==> src/rtl/nd_bus_pkg.sv <==
`default_nettype none
// ============================================================================
// Module      : nd_bus_pkg
// Description : Shared constants and types for the CPU-board data bus
//               receive path.
//               BUS_W       - width of the shared data bus
//               RXQ_DEPTH   - receive queue depth in words
//               rxq_state_e - receive queue occupancy state
// Revision    : 1.0 - initial release
// ============================================================================
package nd_bus_pkg;

  localparam int BUS_W     = 8;
  localparam int RXQ_DEPTH = 2;

  // The encoding equals the number of words held, so it doubles as LEVEL.
  typedef enum logic [1:0] {
    EMPTY = 2'd0,
    ONE   = 2'd1,
    FULL  = 2'd2
  } rxq_state_e;

  function automatic logic [1:0] rxq_level(input rxq_state_e s);
    return s;
  endfunction

endpackage
`default_nettype wire

==> src/rtl/bus_rx_sync.sv <==
`default_nettype none
// ============================================================================
// Module      : bus_rx_sync
// Description : Two-stage capture of the asynchronous strobe, enable and
//               data bus, plus a third strobe stage for falling-edge
//               detection. Produces one event pulse per strobe low pulse.
// Ports       : clk       - system clock
//               rst_n     - synchronous active-low reset
//               stb_n     - asynchronous write strobe (active low)
//               g_n       - bus driver output enable (active low)
//               d         - bus data
//               stb_event - one-cycle pulse per strobe falling edge
//               g_n_al    - enable aligned with stb_event
//               d_al      - data aligned with stb_event
// Revision    : 1.0 - initial release
// ============================================================================
module bus_rx_sync #(
  parameter int DW = 8
) (
  input  logic          clk,
  input  logic          rst_n,
  input  logic          stb_n,
  input  logic          g_n,
  input  logic [DW-1:0] d,
  output logic          stb_event,
  output logic          g_n_al,
  output logic [DW-1:0] d_al
);

  logic          s1_stb, s2_stb, s3_stb;
  logic          s1_g, s2_g;
  logic [DW-1:0] s1_d, s2_d;
  // real1/real2 mark that s1/s2 hold genuine post-reset samples rather than
  // reset values; armed is set once a genuine high strobe reached s3. This
  // stops a strobe held low across reset release from firing an event.
  logic          real1, real2;
  logic          armed;

  always_ff @(posedge clk) begin
    if (!rst_n) begin
      s1_stb <= 1'b1;
      s2_stb <= 1'b1;
      s3_stb <= 1'b1;
      s1_g   <= 1'b0;
      s2_g   <= 1'b0;
      s1_d   <= '0;
      s2_d   <= '0;
      real1  <= 1'b0;
      real2  <= 1'b0;
      armed  <= 1'b0;
    end else begin
      s1_stb <= stb_n;
      s2_stb <= s1_stb;
      s3_stb <= s2_stb;
      s1_g   <= g_n;
      s2_g   <= s1_g;
      s1_d   <= d;
      s2_d   <= s1_d;
      real1  <= 1'b1;
      real2  <= real1;
      armed  <= armed | (real2 & s2_stb);
    end
  end

  assign stb_event = armed & s3_stb & ~s2_stb;
  assign g_n_al    = s2_g;
  assign d_al      = s2_d;

endmodule
`default_nettype wire

==> src/rtl/bus_rx_capture.sv <==
`default_nettype none
// ============================================================================
// Module      : bus_rx_capture
// Description : Strobed receiver for the shared tri-state data bus. Captures
//               a word on each strobe while the bus is driven, buffers up to
//               two words for a valid/ready consumer, and flags overrun and
//               float errors (sticky until CLR_ERR).
// Ports       : sysclk    - system clock
//               sys_rst_n - synchronous active-low reset
//               BUS_D     - shared data bus (asynchronous)
//               BUS_G_n   - driver output enable, low = bus driven
//               STB_n     - asynchronous write strobe, active low
//               DOUT      - head-of-queue word
//               DVALID    - DOUT is valid
//               DREADY    - consumer accepts DOUT
//               OVR       - sticky overrun flag
//               FLT       - sticky float error flag
//               CLR_ERR   - clears OVR and FLT (a new error wins)
//               LEVEL     - queue occupancy 0..2
// Revision    : 1.0 - initial release
// ============================================================================
module bus_rx_capture
  import nd_bus_pkg::*;
#(
  parameter int DW = BUS_W
) (
  input  logic          sysclk,
  input  logic          sys_rst_n,
  input  logic [DW-1:0] BUS_D,
  input  logic          BUS_G_n,
  input  logic          STB_n,
  output logic [DW-1:0] DOUT,
  output logic          DVALID,
  input  logic          DREADY,
  output logic          OVR,
  output logic          FLT,
  input  logic          CLR_ERR,
  output logic [1:0]    LEVEL
);

  logic          stb_event;
  logic          g_n_al;
  logic [DW-1:0] d_al;

  bus_rx_sync #(.DW(DW)) u_sync (
    .clk       (sysclk),
    .rst_n     (sys_rst_n),
    .stb_n     (STB_n),
    .g_n       (BUS_G_n),
    .d         (BUS_D),
    .stb_event (stb_event),
    .g_n_al    (g_n_al),
    .d_al      (d_al)
  );

  rxq_state_e    state, state_nxt;
  logic [DW-1:0] slot [RXQ_DEPTH];   // slot[0] = head, slot[1] = tail
  logic          push, pop, ovr_set, flt_set;

  assign push    = stb_event & ~g_n_al;
  assign flt_set = stb_event &  g_n_al;
  assign pop     = DVALID & DREADY;
  assign ovr_set = push & ~pop & (state == FULL);

  always_comb begin
    state_nxt = state;
    case (state)
      EMPTY:   if (push) state_nxt = ONE;
      ONE:     if (push && !pop) state_nxt = FULL;
               else if (!push && pop) state_nxt = EMPTY;
      FULL:    if (!push && pop) state_nxt = ONE;
      default: state_nxt = EMPTY;
    endcase
  end

  always_ff @(posedge sysclk) begin
    if (!sys_rst_n) begin
      state   <= EMPTY;
      slot[0] <= '0;
      slot[1] <= '0;
      DVALID  <= 1'b0;
      LEVEL   <= 2'd0;
      OVR     <= 1'b0;
      FLT     <= 1'b0;
    end else begin
      state  <= state_nxt;
      DVALID <= (state_nxt != EMPTY);
      LEVEL  <= rxq_level(state_nxt);
      case (state)
        EMPTY: if (push) slot[0] <= d_al;
        ONE: begin
          // push with pop replaces the head; push alone fills the tail
          if (push && pop)  slot[0] <= d_al;
          else if (push)    slot[1] <= d_al;
        end
        FULL: begin
          // any pop advances the tail; a push alone is dropped
          if (pop) begin
            slot[0] <= slot[1];
            if (push) slot[1] <= d_al;
          end
        end
        default: ;
      endcase
      OVR <= ovr_set | (OVR & ~CLR_ERR);
      FLT <= flt_set | (FLT & ~CLR_ERR);
    end
  end

  assign DOUT = slot[0];

endmodule
`default_nettype wire
==> config.mk <==
export PLATFORM = sky130hd
export DESIGN_NAME = bus_rx_capture
export DESIGN_NICKNAME = d
export VERILOG_FILES = /design/src/rtl/nd_bus_pkg.sv /design/src/rtl/bus_rx_sync.sv /design/src/rtl/bus_rx_capture.sv
export SDC_FILE = /design/constraint.sdc
export NUM_CORES = 1
export LEC_CHECK = 0
export ABC_AREA = 1
export CELL_PAD_IN_SITES_DETAIL_PLACEMENT = 1
export CELL_PAD_IN_SITES_GLOBAL_PLACEMENT = 1
export CORE_ASPECT_RATIO = 1.25
export CORE_MARGIN = 2
export CORE_UTILIZATION = 42
export DETAILED_ROUTE_END_ITERATION = 16
export GPL_ROUTABILITY_DRIVEN = 1
export PLACE_DENSITY_LB_ADDON = 0.12
export SLEW_MARGIN = 10
export SYNTH_ARGS = -nofsm -noshare
export SYNTH_HDL_FRONTEND = slang
export SYNTH_SLANG_ARGS = --single-unit
==> constraint.sdc <==
create_clock -name sysclk -period 3.3 [get_ports sysclk]
set_clock_uncertainty 0.2 [all_clocks]
set_input_delay 0.33 -clock sysclk [delete_from_list [all_inputs] [get_ports sysclk]]
set_output_delay 0.33 -clock sysclk [all_outputs]
set_load 0.1 [all_outputs]
==> results of run 1 <==
-- per-stage QoR --
stage                     hold WS, ns  cell area (um2)  worst slack [ns]  utilization, %
after floorplan                 0.158             1670             0.713               -
after global placement          0.193             1930             0.894            51.0
after detailed placement        0.203             1930             0.842            51.0
after CTS                       0.221             2020             0.951            53.3
after global routing            0.237             2020             0.913            53.3
final                           0.218             2020             0.964            53.3
-- cell usage in the layout, fill, tap and decap left out --
cell type,n
a22oi_1,1
dfxtp_1,29
clkinvlp_4,1
inv_2,1
clkdlybuf4s50_1,25
nor2_2,1
nand2_1,78
inv_1,30
nor3_4,2
buf_4,3
nand4_1,1
nor2_1,4
edfxtp_1,16
a21oi_1,3
clkbuf_1,2
or2_2,3
clkbuf_8,5
nand3_1,4
-- routing by layer --
layer | part of all wire [%] | global-route usage, %
met1 | 40 | 15.2
met2 | 54 | 26.2
met3 | 5.0 | 5.04
met4 | 1.7 | 8.15
met5 | 0 | 0
-- layout make-up --
class | count | area, um2
inverters | 31 | 116
clock buffers | 7 | 76.3
repair buffers | 28 | 273
multi-input cells | 97 | 414
clock inverters | 1 | 7.51
well taps | 54 | 67.6
fillers | 455 | 1770
flip-flops and latches | 45 | 1060
-- cells in the mapped netlist (2+ instances only) --
master    instances  share of area, %
inv_1            30               6.7
buf_4             8               3.6
nor3_4            2               1.9
nor2_1            4              0.90
nand2_1          78                18
clkbuf_1          2              0.45
nand3_1           4               1.2
dfxtp_1          29                35
a21oi_1           3              0.90
edfxtp_1         16                29
or2_2             3               1.1
-- power by group --
| group | total (uW) | internal, uW | switching [uW] | leakage (uW) |
|---|---|---|---|---|
| clock network | 318 | 150 | 168 | 0.0000385 |
| logic | 84.1 | 28.2 | 55.9 | 0.000576 |
| registers | 602 | 595 | 7.56 | 0.000404 |
| total | 1000 | 773 | 232 | 0.00102 |
-- kinds of logic after synthesis --
group                  after synthesis  synth area share, %
buffers and inverters               42                 11.7
AND/OR/NAND/NOR                     93                 23.4
AO/OA/AOI/OAI                        4                 1.35
flip-flops                          45                 63.5
-- how the worst max path moves through the flow --
stage | start | to | cells past startpoint
2_1_floorplan | state[1]$_SDFF_PN0_ | slot[0][10]$_DFFE_PP_ | 4
3_3_place_gp | sys_rst_n | slot[0][13]$_DFFE_PP_ | 5
3_5_place_dp | sys_rst_n | slot[0][13]$_DFFE_PP_ | 5
4_1_cts | state[0]$_SDFF_PN0_ | LEVEL[0] | 1
5_1_grt | state[0]$_SDFF_PN0_ | LEVEL[0] | 1
6_report | state[0]$_SDFF_PN0_ | LEVEL[0] | 1
-- tightest hold or removal path: cells and delay by family (launching register included) --
family                 cells  cell delay (ns)
and+or+nand+nor            1             0.05
DFF                        1             0.31
buffers and inverters      1             0.04
-- registers in the layout, summed over array words and instances, names as in the netlist, 2 cells and up --
| name | cells |
|---|---|
| slot | 16 |
| state | 2 |
| u_sync.d_al | 8 |
| u_sync.s1_d | 8 |
==> results.md, run 1 <==
* Placement row count at 25
* CP required at between 2 and 3 ns
* CTS tree: yes
* Maximum vdd drop at ~0.00033 V
* Status: finished, final reports clean
* Setup slack, reg-to-reg at ~1.2 ns
* Fin crit share at between 70% and 80%
* Post-synth EDFFs at 16
* DRT iter0 DRCs at 28
* Mapped Area at between 0.0015 and 0.002 mm2
* Hold depth at 2
* FF-to-FF path depth at 4
* Nets@finish at between 200 and 250
* CP endpoint kind: primary output
* Skew-Pair Late Insertion Delay at 0.29 ns
* Final Hold Viols at 0
* Rel. slew slack at between 30% and 40%
* Share of cells above drive strength 1 at 7.66%
* Critical path buffers and inverters at 1
* Hold_buf cts at 0
* Critical Path AT at ~1.8 ns
* Crit-path cells: clkdlybuf4s50_1
* Inserted Clock Buffers at 5
* Synth Flop Type: dfxtp_1
* Cell variety after synth at 16
* Mean Syn Cell Area at 9.08 um2
* Clk sinks at between 40 and 50
* Antenna Nets Post-Route at 0
* Total die area at approximately 0.0045 mm2
* Core ar. at 0.00378 mm2
* Min-Delay Startpoint: u_sync.s1_d[2]$_SDFF_PN0_
* Drt wl/cell at 11.0 um
* Pwr/cell area at ~500 mW/mm2
* Post-synth ARST share at 0%
* CTS Root Cell: clkbuf_8
* Die W at just over 60 um
* Vias per cell at around 4.5
* Grt ovf at 0
* Max_cap viols at 0
* Final setup vio count at 0
* Overall Global Routing Usage at 14.9%
* Largest net degree at the start of global routing at 23
* Reg-to-Reg End: slot[0][13]$_DFFE_PP_
* Unrepaired setup endpoints after global routing: false
* Cells after Synth at 184
* WS Path Type: reg -> out
* Crit path time final at between 2 and 2.5 ns
* CP Max Fanout at 4
* Post-CTS setup repair buffer count at 0
* Initial core utilization at between 40% and 50%
* Finished Layout Cells at approximately 260
* Setup TNS Final at 0 ns
* Placed insts at ~260
* Final WL at approximately 2900 um
* Residual DRC at 0
* Worst min-delay path category: reg -> reg
* Delay of the slowest cell on the worst path at about 1.2 ns
* Slowest CP cell: clkdlybuf4s50_1
* DR vias at between 1,000 and 1,500
* Ports at 27
* Pleak at 0.00102 uW
* Max clock buf depth at 2
* Worst Tran Pin Value at roughly 0.97 ns
* Clk slew on worst S/H paths at 0.08 ns
* # resized after CTS at 0
* RR Startpoint: state[1]$_SDFF_PN0_
* Number of global-route vias before repair at between 1,000 and 1,500
* Synth-to-Final Area Change at 20.7%
* Port buffer count at 26
* Worst setup SP type: register
* Yosys Warn Count at 0
* Initial antenna violation count at 0
* Max frequency at approximately 430 MHz
* Ant diodes at 0
* DRT Pass-1 Iters at 4
* Hpwl dp at roughly 2200 um
* Top Family by Delay on Critical Path: buffers and inverters
* Gp weighted congestion at ~0.77
* Number of synthesized register bits at 45
* H-tree depth at 2
* Final slew viol count at 0
* Final Power at approximately 1000 uW
* Die height at roughly 75 um
* Hold EP: u_sync.d_al[2]$_SDFF_PN0_
* Syn nets at 198
* Share of the yosys chip area belonging to registers at between 60% and 70%
* First-pass GRT wire length at 4860 um
No activity file was read; power rests on OpenSTA's default activity.
==> run 2, diff against run 1 <==
CORE_UTILIZATION = 39   (was 42)
clock period = 2.15 ns   (was 3.3 ns; I/O delays follow)
==> run 2 against run 1 <==
Against the previous run:
- sequential cell count did not move
- global-route usage is 2.4 points lower
- sequential power increased by 53%
- via count decreased by 1.1%
- sequential share of layout area grew 0.71 points
- core utilization fell by 4.4 points
- worst setup slack worse by 0.63 ns
- first-iteration DRC count fell by 29%
- clock power is 54% higher
- routed wire length is 8.3% lower
- largest power group unchanged
- cell area is 0.74% lower
- critical endpoint is now slot[0][11]$_DFFE_PP_
==> results.md, run 2 (same netlist as run 1, synthesis figures left out) <==
* Status: finished, final reports clean
* Area of placed instances at 0.00192 mm2 (-0.84%)
* H-tree depth at 2 (unchanged)
* Multi-input logic area at 419 um2 (+1.2%)
* Die height at 77.2 um (+3.6%)
* Clk slew on worst S/H paths at 0.08 ns (about the same)
* Grt ovf at 0 (unchanged)
* Vias per cell at 4.40 (-1.8%)
* Hold_buf cts at 0 (unchanged)
* Gp weighted congestion at 0.801 (+4.6%)
* Final slew viol count at 0 (unchanged)
* Skew-Pair Late Insertion Delay at 0.29 ns (about the same)
* Flip-flop and latch area at 0.00107 mm2 (+0.59%)
* Hpwl dp at 2130 um (-3.5%)
* Design area at 0.00200 mm2 (-0.74%)
* Most used cell, CP: nand2_1
* Critical path buffers and inverters at 1 (unchanged)
* Reg-to-Reg End: slot[0][11]$_DFFE_PP_
* First-pass GRT wire length at 4680 um (-3.7%)
* FF-to-FF path depth at 6 (+2)
* Fillers at 493 (+8.4%)
* Hold EP: u_sync.d_al[2]$_SDFF_PN0_
* Crit path time final at roughly 1.8 ns
* WS Path Type: reg -> reg
* Final Hold Viols at 0 (unchanged)
* Largest net degree at the start of global routing at 23 (unchanged)
* DRT iter0 DRCs at 20 (-29%)
* Number of global-route vias before repair at 1,132 (-5.4%)
* Rel. slew slack at 69.1% (+34 points)
* Max clock buf depth at 2 (unchanged)
* Slowest CP cell: a22oi_2
* Core ar. at 0.00410 mm2 (+8.3%)
* Commonest non-fill, non-tap cell in the layout: nand2_1
* Worst Tran Pin Value at 0.463 ns (-0.509 ns)
* Residual DRC at 0 (unchanged)
* Min-Delay Startpoint: u_sync.s1_d[2]$_SDFF_PN0_
* Nets@finish at 222 (unchanged)
* Synth-to-Final Area Change at 19.8%
* RR Startpoint: u_sync.armed$_SDFF_PN0_
* Hold depth at 2 (unchanged)
* Antenna Nets Post-Route at 0 (unchanged)
* CP endpoint kind: register
* Critical Path AT at 1.55 ns (-0.26 ns)
* Initial antenna violation count at 0 (unchanged)
* # resized after CTS at 0 (unchanged)
* Clk sinks at 45 (unchanged)
* Most frequent cells in the layout: nand2_1 (78), inv_1 (30), dfxtp_1 (26), edfxtp_1 (16), buf_4 (15)
* Worst setup SP type: register
* Max frequency at around 550 MHz
* Total die area at 0.00483 mm2 (+7.2%)
* Post-CTS setup repair buffer count at 0 (unchanged)
* Inserted Clock Buffers at 5 (unchanged)
* Placement row count at 26 (+4.0%)
* CP Max Fanout at 8 (+4)
* Ports at 27 (unchanged)
* Worst min-delay path category: reg -> reg
* CTS tree: yes
* Share of cells above drive strength 1 at 15.3% (+7.7 points)
* Ant diodes at 0 (unchanged)
* Crit-path cells: nand2_1 > nor2_2 > nand3_1 > inv_1 > nand2_1 > a22oi_2
* DR vias at 1,165 (-1.1%)
* Port buffer count at 26 (unchanged)
* DRT Pass-1 Iters at 4 (unchanged)
* Setup slack, reg-to-reg at 0.33 ns (-0.89 ns)
* Initial core utilization at 40.8% (-3.4 points)
* Overall Global Routing Usage at 12.5% (-2.4 points)
* Max reg flops at 16 (unchanged)
* Drt wl/cell at 10.0 um (-9.0%)
* Delay of the slowest cell on the worst path at 0.38 ns (-0.77 ns)
* CP required at 1.88 ns (-0.89 ns)
* Max_cap viols at 0 (unchanged)
* Setup TNS Final at 0 ns (unchanged)
* Top Family by Delay on Critical Path: simple AND/OR/NAND/NOR gates
* Maximum vdd drop at 0.000443 V (+35%)
* Die W at 62.5 um (+3.5%)
* Final setup vio count at 0 (unchanged)
* Final WL at 2660 um (-8.3%)
* Pleak at 0.00104 uW (+2.5%)
* Fin crit share at a little over four fifths
* CTS Root Cell: clkbuf_8
* Largest Register: slot
* Final Power at 1540 uW (+53%)
* Unrepaired setup endpoints after global routing: false
* Pwr/cell area at 770 mW/mm2 (+55%)
## run 2: cell types whose count changed in the layout (fill, tap and decap cells not counted)
cell / delta
clkinv_1: +2
inv_6: +1
clkbuf_1: -2
dfxtp_1: -3
clkdlybuf4s50_1: -12
clkinvlp_4: -1
buf_4: +12
a22oi_2: +1
a22oi_1: -1
dfxtp_2: +2
dfxtp_4: +1
## run 2: power breakdown
| group | leakage [uW] | switching (uW) | internal [uW] |
|---|---|---|---|
| Sequential | 0.000406 | 11.5 | 911 |
| Combinational | 0.000594 | 85.4 | 41.1 |
| Clock | 0.0000436 | 266 | 225 |
## run 2: how the worst max path moves through the flow
stage / from / slack, ns / depth (start not counted) / end
detailed placement: DREADY / 0.05 / 5 / slot[0][13]$_DFFE_PP_
CTS: u_sync.armed$_SDFF_PN0_ / 0.31 / 6 / slot[0][11]$_DFFE_PP_
finish: u_sync.armed$_SDFF_PN0_ / 0.33 / 6 / slot[0][11]$_DFFE_PP_
global route: u_sync.armed$_SDFF_PN0_ / 0.18 / 6 / slot[0][11]$_DFFE_PP_
global placement: DREADY / 0.16 / 5 / slot[0][13]$_DFFE_PP_
floorplan: DVALID$_SDFF_PN0_ / 0.17 / 4 / slot[0][10]$_DFFE_PP_
## run 2: stage by stage
| stage | setup slack [ns] | hold slack (ns) | instances | utilization (%) |
|---|---|---|---|---|
| 6_report | 0.332 | 0.218 | 265 | 48.8 |
| 5_1_grt | 0.175 | 0.239 | 265 | 48.8 |
| 4_1_cts | 0.311 | 0.221 | 265 | 48.8 |
| 3_5_place_dp | 0.0504 | 0.202 | 257 | 46.7 |
| 3_3_place_gp | 0.162 | 0.195 | 257 | 46.7 |
| 2_1_floorplan | 0.167 | 0.0427 | 184 | - |
## run 2: layout make-up
class | instances | area share (%)
Tap cell | 56 | 3.50
Clock buffer | 5 | 3.44
Timing Repair Buffer | 28 | 12.1
Sequential cell | 45 | 53.3
Multi-Input combinational cell | 97 | 21.0
Inverter | 31 | 5.82
Clock inverter | 3 | 0.813
## run 2: routing by layer
layer,track usage (%),part of all wire [%]
met5,0,0
met4,7.33,1.5
met3,4.40,6.0
met2,21.9,53
met1,12.7,39
## run 2: worst min-delay path, delay by kind of cell, from the launching register on
kind / cells / cell delay [ns]
flip-flops: 1 / 0.31
AND/OR/NAND/NOR: 1 / 0.05
buffers and inverters: 1 / 0.04
==> run 3, diff against run 2 <==
CORE_UTILIZATION = 35   (was 39)
clock period = 1.6 ns   (was 2.15 ns; I/O delays follow)
==> run 3 against run 2 <==
Against the previous run:
- die area grew 11%
- clock-buffer cell count grew 1
- highest routed layer unchanged
- register-to-register slack lost 0.26 ns
- global-route usage grew 1.2 points
- hold slack lost 0.021 ns
- largest cell class unchanged
- cell area grew 18%
==> results.md, run 3 (same netlist as run 1, synthesis figures left out) <==
* Critical path buffers and inverters at 2 (+1)
* Die W at 65.8 um (+5.2%)
* Fin crit share at 95.3% (+11 points)
* Largest net degree at the start of global routing at 23 (unchanged)
* Unrepaired setup endpoints after global routing: false
* Gp weighted congestion at 0.723 (-9.7%)
* DRT iter0 DRCs at 16 (-20%)
* Max_cap viols at 0 (unchanged)
* Placement row count at 28 (+7.7%)
* Residual DRC at 0 (unchanged)
* CTS Root Cell: clkbuf_8
* Clk slew on worst S/H paths at 0.08 ns (about the same)
* DRT Pass-1 Iters at 4 (unchanged)
* Fillers at 530 (+7.5%)
* Final setup vio count at 0 (unchanged)
* CP required at 1.42 ns (-0.46 ns)
* Vias per cell at 4.28 (-2.6%)
* Worst Tran Pin Value at 0.230 ns (-0.233 ns)
* Skew-Pair Late Insertion Delay at 0.29 ns (about the same)
* Die height at 81.2 um (+5.3%)
* CP endpoint kind: register
* Final Util at 50.6% (+1.8 points)
* Grt ovf at 0 (unchanged)
* Worst min-delay path category: in -> reg
* Ant diodes at 0 (unchanged)
* Hold_buf cts at 0 (unchanged)
* CP Max Fanout at 8 (unchanged)
* Commonest non-fill, non-tap cell in the layout: nand2_1
* Final WL at 3130 um (+18%)
* Final Hold Viols at 0 (unchanged)
* Design area at 0.00236 mm2 (+18%)
* Number of global-route vias before repair at 1,260 (+11%)
* Status: finished, final reports clean
* Crit path time final at 1.53 ns (-0.293 ns)
* Rel. slew slack at 84.6% (+16 points)
* Max frequency at 656 MHz (+19%)
* Drt wl/cell at 11.2 um (+12%)
* Crit-path cells: nand2_1 > nor2_4 > nand3_2 > inv_2 > nand2_2 > a22oi_2 > buf_6
* RR Startpoint: u_sync.armed$_SDFF_PN0_
* Most frequent cells in the layout: nand2_1 (73), inv_1 (28), dfxtp_1 (24), buf_12 (16), edfxtp_1 (16)
* Clk sinks at 45 (unchanged)
* Core ar. at 0.00466 mm2 (+14%)
* CTS tree: yes
* Delay of the slowest cell on the worst path at 0.33 ns (-0.05 ns)
* Hold WS at 0.198 ns (-0.0207 ns)
* Pwr/cell area at 975 mW/mm2 (+27%)
* Share of cells above drive strength 1 at 25.1% (+9.8 points)
* Hpwl dp at 2400 um (+13%)
* Largest Register: slot
* Slowest CP cell: dfxtp_2
* Area of placed instances at 0.00218 mm2 (+14%)
* Setup TNS Final at 0 ns (unchanged)
* Nets@finish at 232 (+4.5%)
* Critical Path Start: u_sync.armed$_SDFF_PN0_
* Overall Global Routing Usage at 13.7% (+1.2 points)
* Port buffer count at 26 (unchanged)
* Synth-to-Final Area Change at 41.2%
* Final Power at 2300 uW (+49%)
* Initial core utilization at 35.8% (-4.9 points)
* Inserted Clock Buffers at 5 (unchanged)
* Critical Path AT at 1.34 ns (-0.21 ns)
* Top Family by Delay on Critical Path: simple AND/OR/NAND/NOR gates
* Pleak at 0.00118 uW (+13%)
* WS Path Type: reg -> reg
* Total die area at 0.00534 mm2 (+11%)
* First-pass GRT wire length at 5550 um (+19%)
* Max clock buf depth at 2 (unchanged)
* Antenna Nets Post-Route at 0 (unchanged)
* DR vias at 1,195 (+2.6%)
* H-tree depth at 2 (unchanged)
* Max reg flops at 16 (unchanged)
* Maximum vdd drop at 0.000601 V (+36%)
* Final slew viol count at 0 (unchanged)
* Ports at 27 (unchanged)
* Initial antenna violation count at 0 (unchanged)
* Min-Delay Startpoint: BUS_D[7]
* Worst setup SP type: register
==> run 3: worst paths after layout <==
| check | end | cells after the start | slack, ns |
|---|---|---|---|
| worst max-delay path | slot[0][14]$_DFFE_PP_ | 7 | 0.07 |
| worst min-delay path | u_sync.s1_d[7]$_SDFF_PN0_ | 3 | 0.20 |
| worst max register to register | slot[0][14]$_DFFE_PP_ | 7 | 0.07 |
| worst min register to register | u_sync.d_al[1]$_SDFF_PN0_ | 2 | 0.22 |
==> run 3: final cells by class <==
| cell class | count | area, um2 | share of cell area (%) |
|---|---|---|---|
| timing repair buffer | 38 | 522 | 22.1 |
| sequential | 45 | 1070 | 45.6 |
| inverter | 31 | 116 | 4.93 |
| clock inverter | 2 | 38.8 | 1.64 |
| multi-input combinational | 97 | 459 | 19.5 |
| tap | 60 | 75.1 | 3.18 |
| clock buffer | 6 | 72.6 | 3.08 |
==> run 3: what timing repair did <==
item / CTS / global route
resized for setup: 5 / 5
buffers inserted: 1 / 2
pin swaps: 6 / 2
gates cloned: 0 / 0
endpoints found under the hold margin: 0 / 0
setup endpoints to repair: 24 / 32
==> run 3: tightest hold or removal path, stage by stage <==
cell             delay, ns
clkdlybuf4s50_1       0.39
nand2_1               0.06
inv_1                 0.03
==> run 3: where the power goes <==
group          internal (uW)  switching (uW)
Combinational           93.6             123
Clock                    469             370
Sequential              1220            22.0
Total                   1780             515
==> run 3: metal layers <==
metal  vias up  global-route usage, %  wire length, um
met4         0                   5.63               36
met2        24                   25.8             1830
met3         4                   3.74              141
met1       555                   14.1             1130
met5         -                      0                0
li1        612                      -                -
==> run 3: stage by stage <==
stage / setup WS (ns) / instances
finish: 0.0749 / 279
CTS: -0.00631 / 277
detailed placement: -0.271 / 268
floorplan: -0.0782 / 184
global route: 0.00551 / 279
global placement: -0.200 / 268
==> edit, RTL diff (flow settings as in run 2) <==
Register the output `LEVEL` once more, cleared by the reset; this adds one clock of latency there. The other outputs are not delayed to match.
--- a/src/rtl/bus_rx_capture.sv
+++ b/src/rtl/bus_rx_capture.sv
@@ -39,2 +39,4 @@
 );
+
+  logic [1:0] LEVEL_s0;
 
@@ -81,3 +83,3 @@
       DVALID  <= 1'b0;
-      LEVEL   <= 2'd0;
+      LEVEL_s0 <= 2'd0;
       OVR     <= 1'b0;
@@ -87,3 +89,3 @@
       DVALID <= (state_nxt != EMPTY);
-      LEVEL  <= rxq_level(state_nxt);
+      LEVEL_s0 <= rxq_level(state_nxt);
       case (state)
@@ -111,2 +113,10 @@
 
+  always_ff @(posedge sysclk) begin
+    if (!sys_rst_n) begin
+      LEVEL <= '0;
+    end else begin
+      LEVEL <= LEVEL_s0;
+    end
+  end
+
 endmodule
Behaviour: not the same (a bounded check fails within 10 cycles, from zero or initial values and one cycle with sys_rst_n low).
==> edit against run 2 <==
Design area up 4.7%. Sequential power increased by 4.1%. Setup slack better by 0.13 ns. Register-to-register slack improved by 0.16 ns. Die area increased by 5.2%. Critical endpoint is now slot[0][4]$_DFFE_PP_. Count of clock-buffer cells in the layout grew 1. Sequential cell count is 2 higher. Wire length shrank 0.34%. Total power is 3.9% higher. Synthesized area grew 5.5%. Synthesized cell count rose by 3.8%. First-iteration DRC count grew 20%. Critical path type is now primary input to flop. Highest routed layer unchanged.
==> edit: results (changes against run 2) <==
- The number of global-route vias before repair was 1,138 (was 1,132).
- The HPWL after detailed placement is 2.10 mm (was 2.13 mm).
- The capture point of the worst reg-to-reg path was slot[0][4]$_DFFE_PP_ (was slot[0][11]$_DFFE_PP_).
- The number of library cell types mapped by synthesis was 18 (was 16).
- The net switching power came to 0.374 mW (was 0.363 mW).
- The arrival time of the worst setup path was 1.44 ns (was 1.55 ns).
- Outcome: complete, no violations (unchanged).
- The class of the most critical setup path was primary input to flop (was flop to flop).
- The number of iterations in the first detailed-routing pass is 4 (unchanged).
- The wire length per cell is 9.67 um (was 10.0 um).
- The post-CTS repair timing setup buffer count is 0 (unchanged).
- The number of antenna violations at the first check in global routing was 0 (unchanged).
- The share of cells above drive strength 1 is 17.1% (was 15.3%).
- The number of nets produced by synthesis is 205 (was 198).
- The maximum number of pins on one net before global-route repair was 25 (was 23).
- The worst-path maximum fanout came to 9 (was 8).
- The worst setup path startpoint is sys_rst_n (was u_sync.armed$_SDFF_PN0_).
- The maximum number of buffers from clock root to sink is 2 (unchanged).
- The net count reported at finish is 229 (was 222).
- The post-detailed-route via-to-cell ratio is 4.13 (was 4.40).
- The global-route wire length before repair is 4.77 mm (was 4.68 mm).
- The shortest clock period the worst path allows after layout is 1.69 ns (was 1.82 ns).
- Leading post-synthesis cells by cell area: dfxtp_1 35%, edfxtp_1 27%, nand2_1 16%, inv_1 6.8%, buf_4 3.8% (was dfxtp_1 35%, edfxtp_1 29%, nand2_1 18%, inv_1 6.7%, buf_4 3.6%).
- The proportion of synthesized chip area in sequential cells is 62.5% (was 63.5%).
- The worst slew margin relative to its limit was 75.1% (was 69.1%).
- The largest voltage drop on the vdd net is 315 uV (was 443 uV).
- The clock-pin slew of the registers on the worst-case setup and hold paths is 0.08 ns (about the same).
- The number of fillers in the final layout is 526 (was 493).
- The source of the worst register-to-register timing path was state[0]$_SDFF_PN0_ (was u_sync.armed$_SDFF_PN0_).
- The worst reg-to-reg path cell count is 5 (was 6).
- Commonest cells in the netlist: 75 x nand2_1, 32 x inv_1, 31 x dfxtp_1, 16 x edfxtp_1, 9 x buf_4 (was 78 x nand2_1, 30 x inv_1, 29 x dfxtp_1, 16 x edfxtp_1, 8 x buf_4).
- The number of flops mapped to enable cells by yosys is 16 (unchanged).
- The slack of the worst reg-to-reg path is 0.49 ns (was 0.33 ns).
- The leakage power figure is 1.09 nW (was 1.04 nW).
- The setup slack at placement is 0.140 ns (was 0.0504 ns).
- The number of design-rule violations left by the first detailed-router iteration was 24 (was 20).
edit: changes by cell type in the layout (fill, tap and decap cells not counted), moves of 2 or more:
cell      before  now
inv_1         30   32
dfxtp_1       26   30
nand2_1       78   75
clkinv_1       2    0
nand2_2        0    5
edit: cell families after synthesis:
kind of cell / count (synthesis) / share of synthesized area [%]
simple gates: 95 / 23.6
flops: 47 / 62.5
buf+inv: 45 / 12.6
compound gates: 4 / 1.28
edit: critical path: stages:
cell             delay (ns)
clkdlybuf4s50_1        0.64
inv_12                 0.07
nor2_1                 0.19
nand3_1                0.32
edit: how the worst min path moves through the flow:
stage,from,to,slack [ns],cells after the start
floorplan,sys_rst_n,u_sync.real1$_DFF_P_,0.04,0
global placement,u_sync.s1_d[7]$_SDFF_PN0_,u_sync.d_al[7]$_SDFF_PN0_,0.19,2
detailed placement,u_sync.s1_d[5]$_SDFF_PN0_,u_sync.d_al[5]$_SDFF_PN0_,0.20,2
CTS,u_sync.s1_d[5]$_SDFF_PN0_,u_sync.d_al[5]$_SDFF_PN0_,0.22,2
global route,BUS_D[4],u_sync.s1_d[4]$_SDFF_PN0_,0.23,3
finish,u_sync.s1_d[5]$_SDFF_PN0_,u_sync.d_al[5]$_SDFF_PN0_,0.22,2
edit: per-stage QoR:
stage | std cells | instance area (um2) | power (mW)
2_1_floorplan | 191 | 1770 | 1.08
3_3_place_gp | 266 | 2010 | 1.11
3_5_place_dp | 266 | 2010 | 1.11
4_1_cts | 274 | 2090 | 1.63
5_1_grt | 274 | 2090 | 1.69
6_report | 274 | 2090 | 1.60
edit: cell type report:
type	count	area [um2]	share of cell area (%)
clock buffer	6	72.6	3.46
clock inverter	2	16.3	0.777
inverter	33	136	6.51
multi-input combinational	99	444	21.2
sequential	47	1100	52.6
tap	58	72.6	3.46
timing repair buffer	29	250	11.9
edit: per-layer routing:
metal	part of all wire, %	vias to the layer above	track usage, %
met5	0	-	0
met4	1.3	0	7.23
met3	6.0	6	3.54
met2	49	29	21.4
met1	44	487	13.4
li1	-	609	-
edit: power groups by stage:
stage | Clock, mW | Combinational, mW | Sequential, mW
2_1_floorplan | 0 | 0.0935 | 0.984
3_3_place_gp | 0 | 0.129 | 0.981
3_5_place_dp | 0 | 0.132 | 0.982
4_1_cts | 0.539 | 0.132 | 0.962
5_1_grt | 0.579 | 0.141 | 0.965
6_report | 0.509 | 0.130 | 0.961
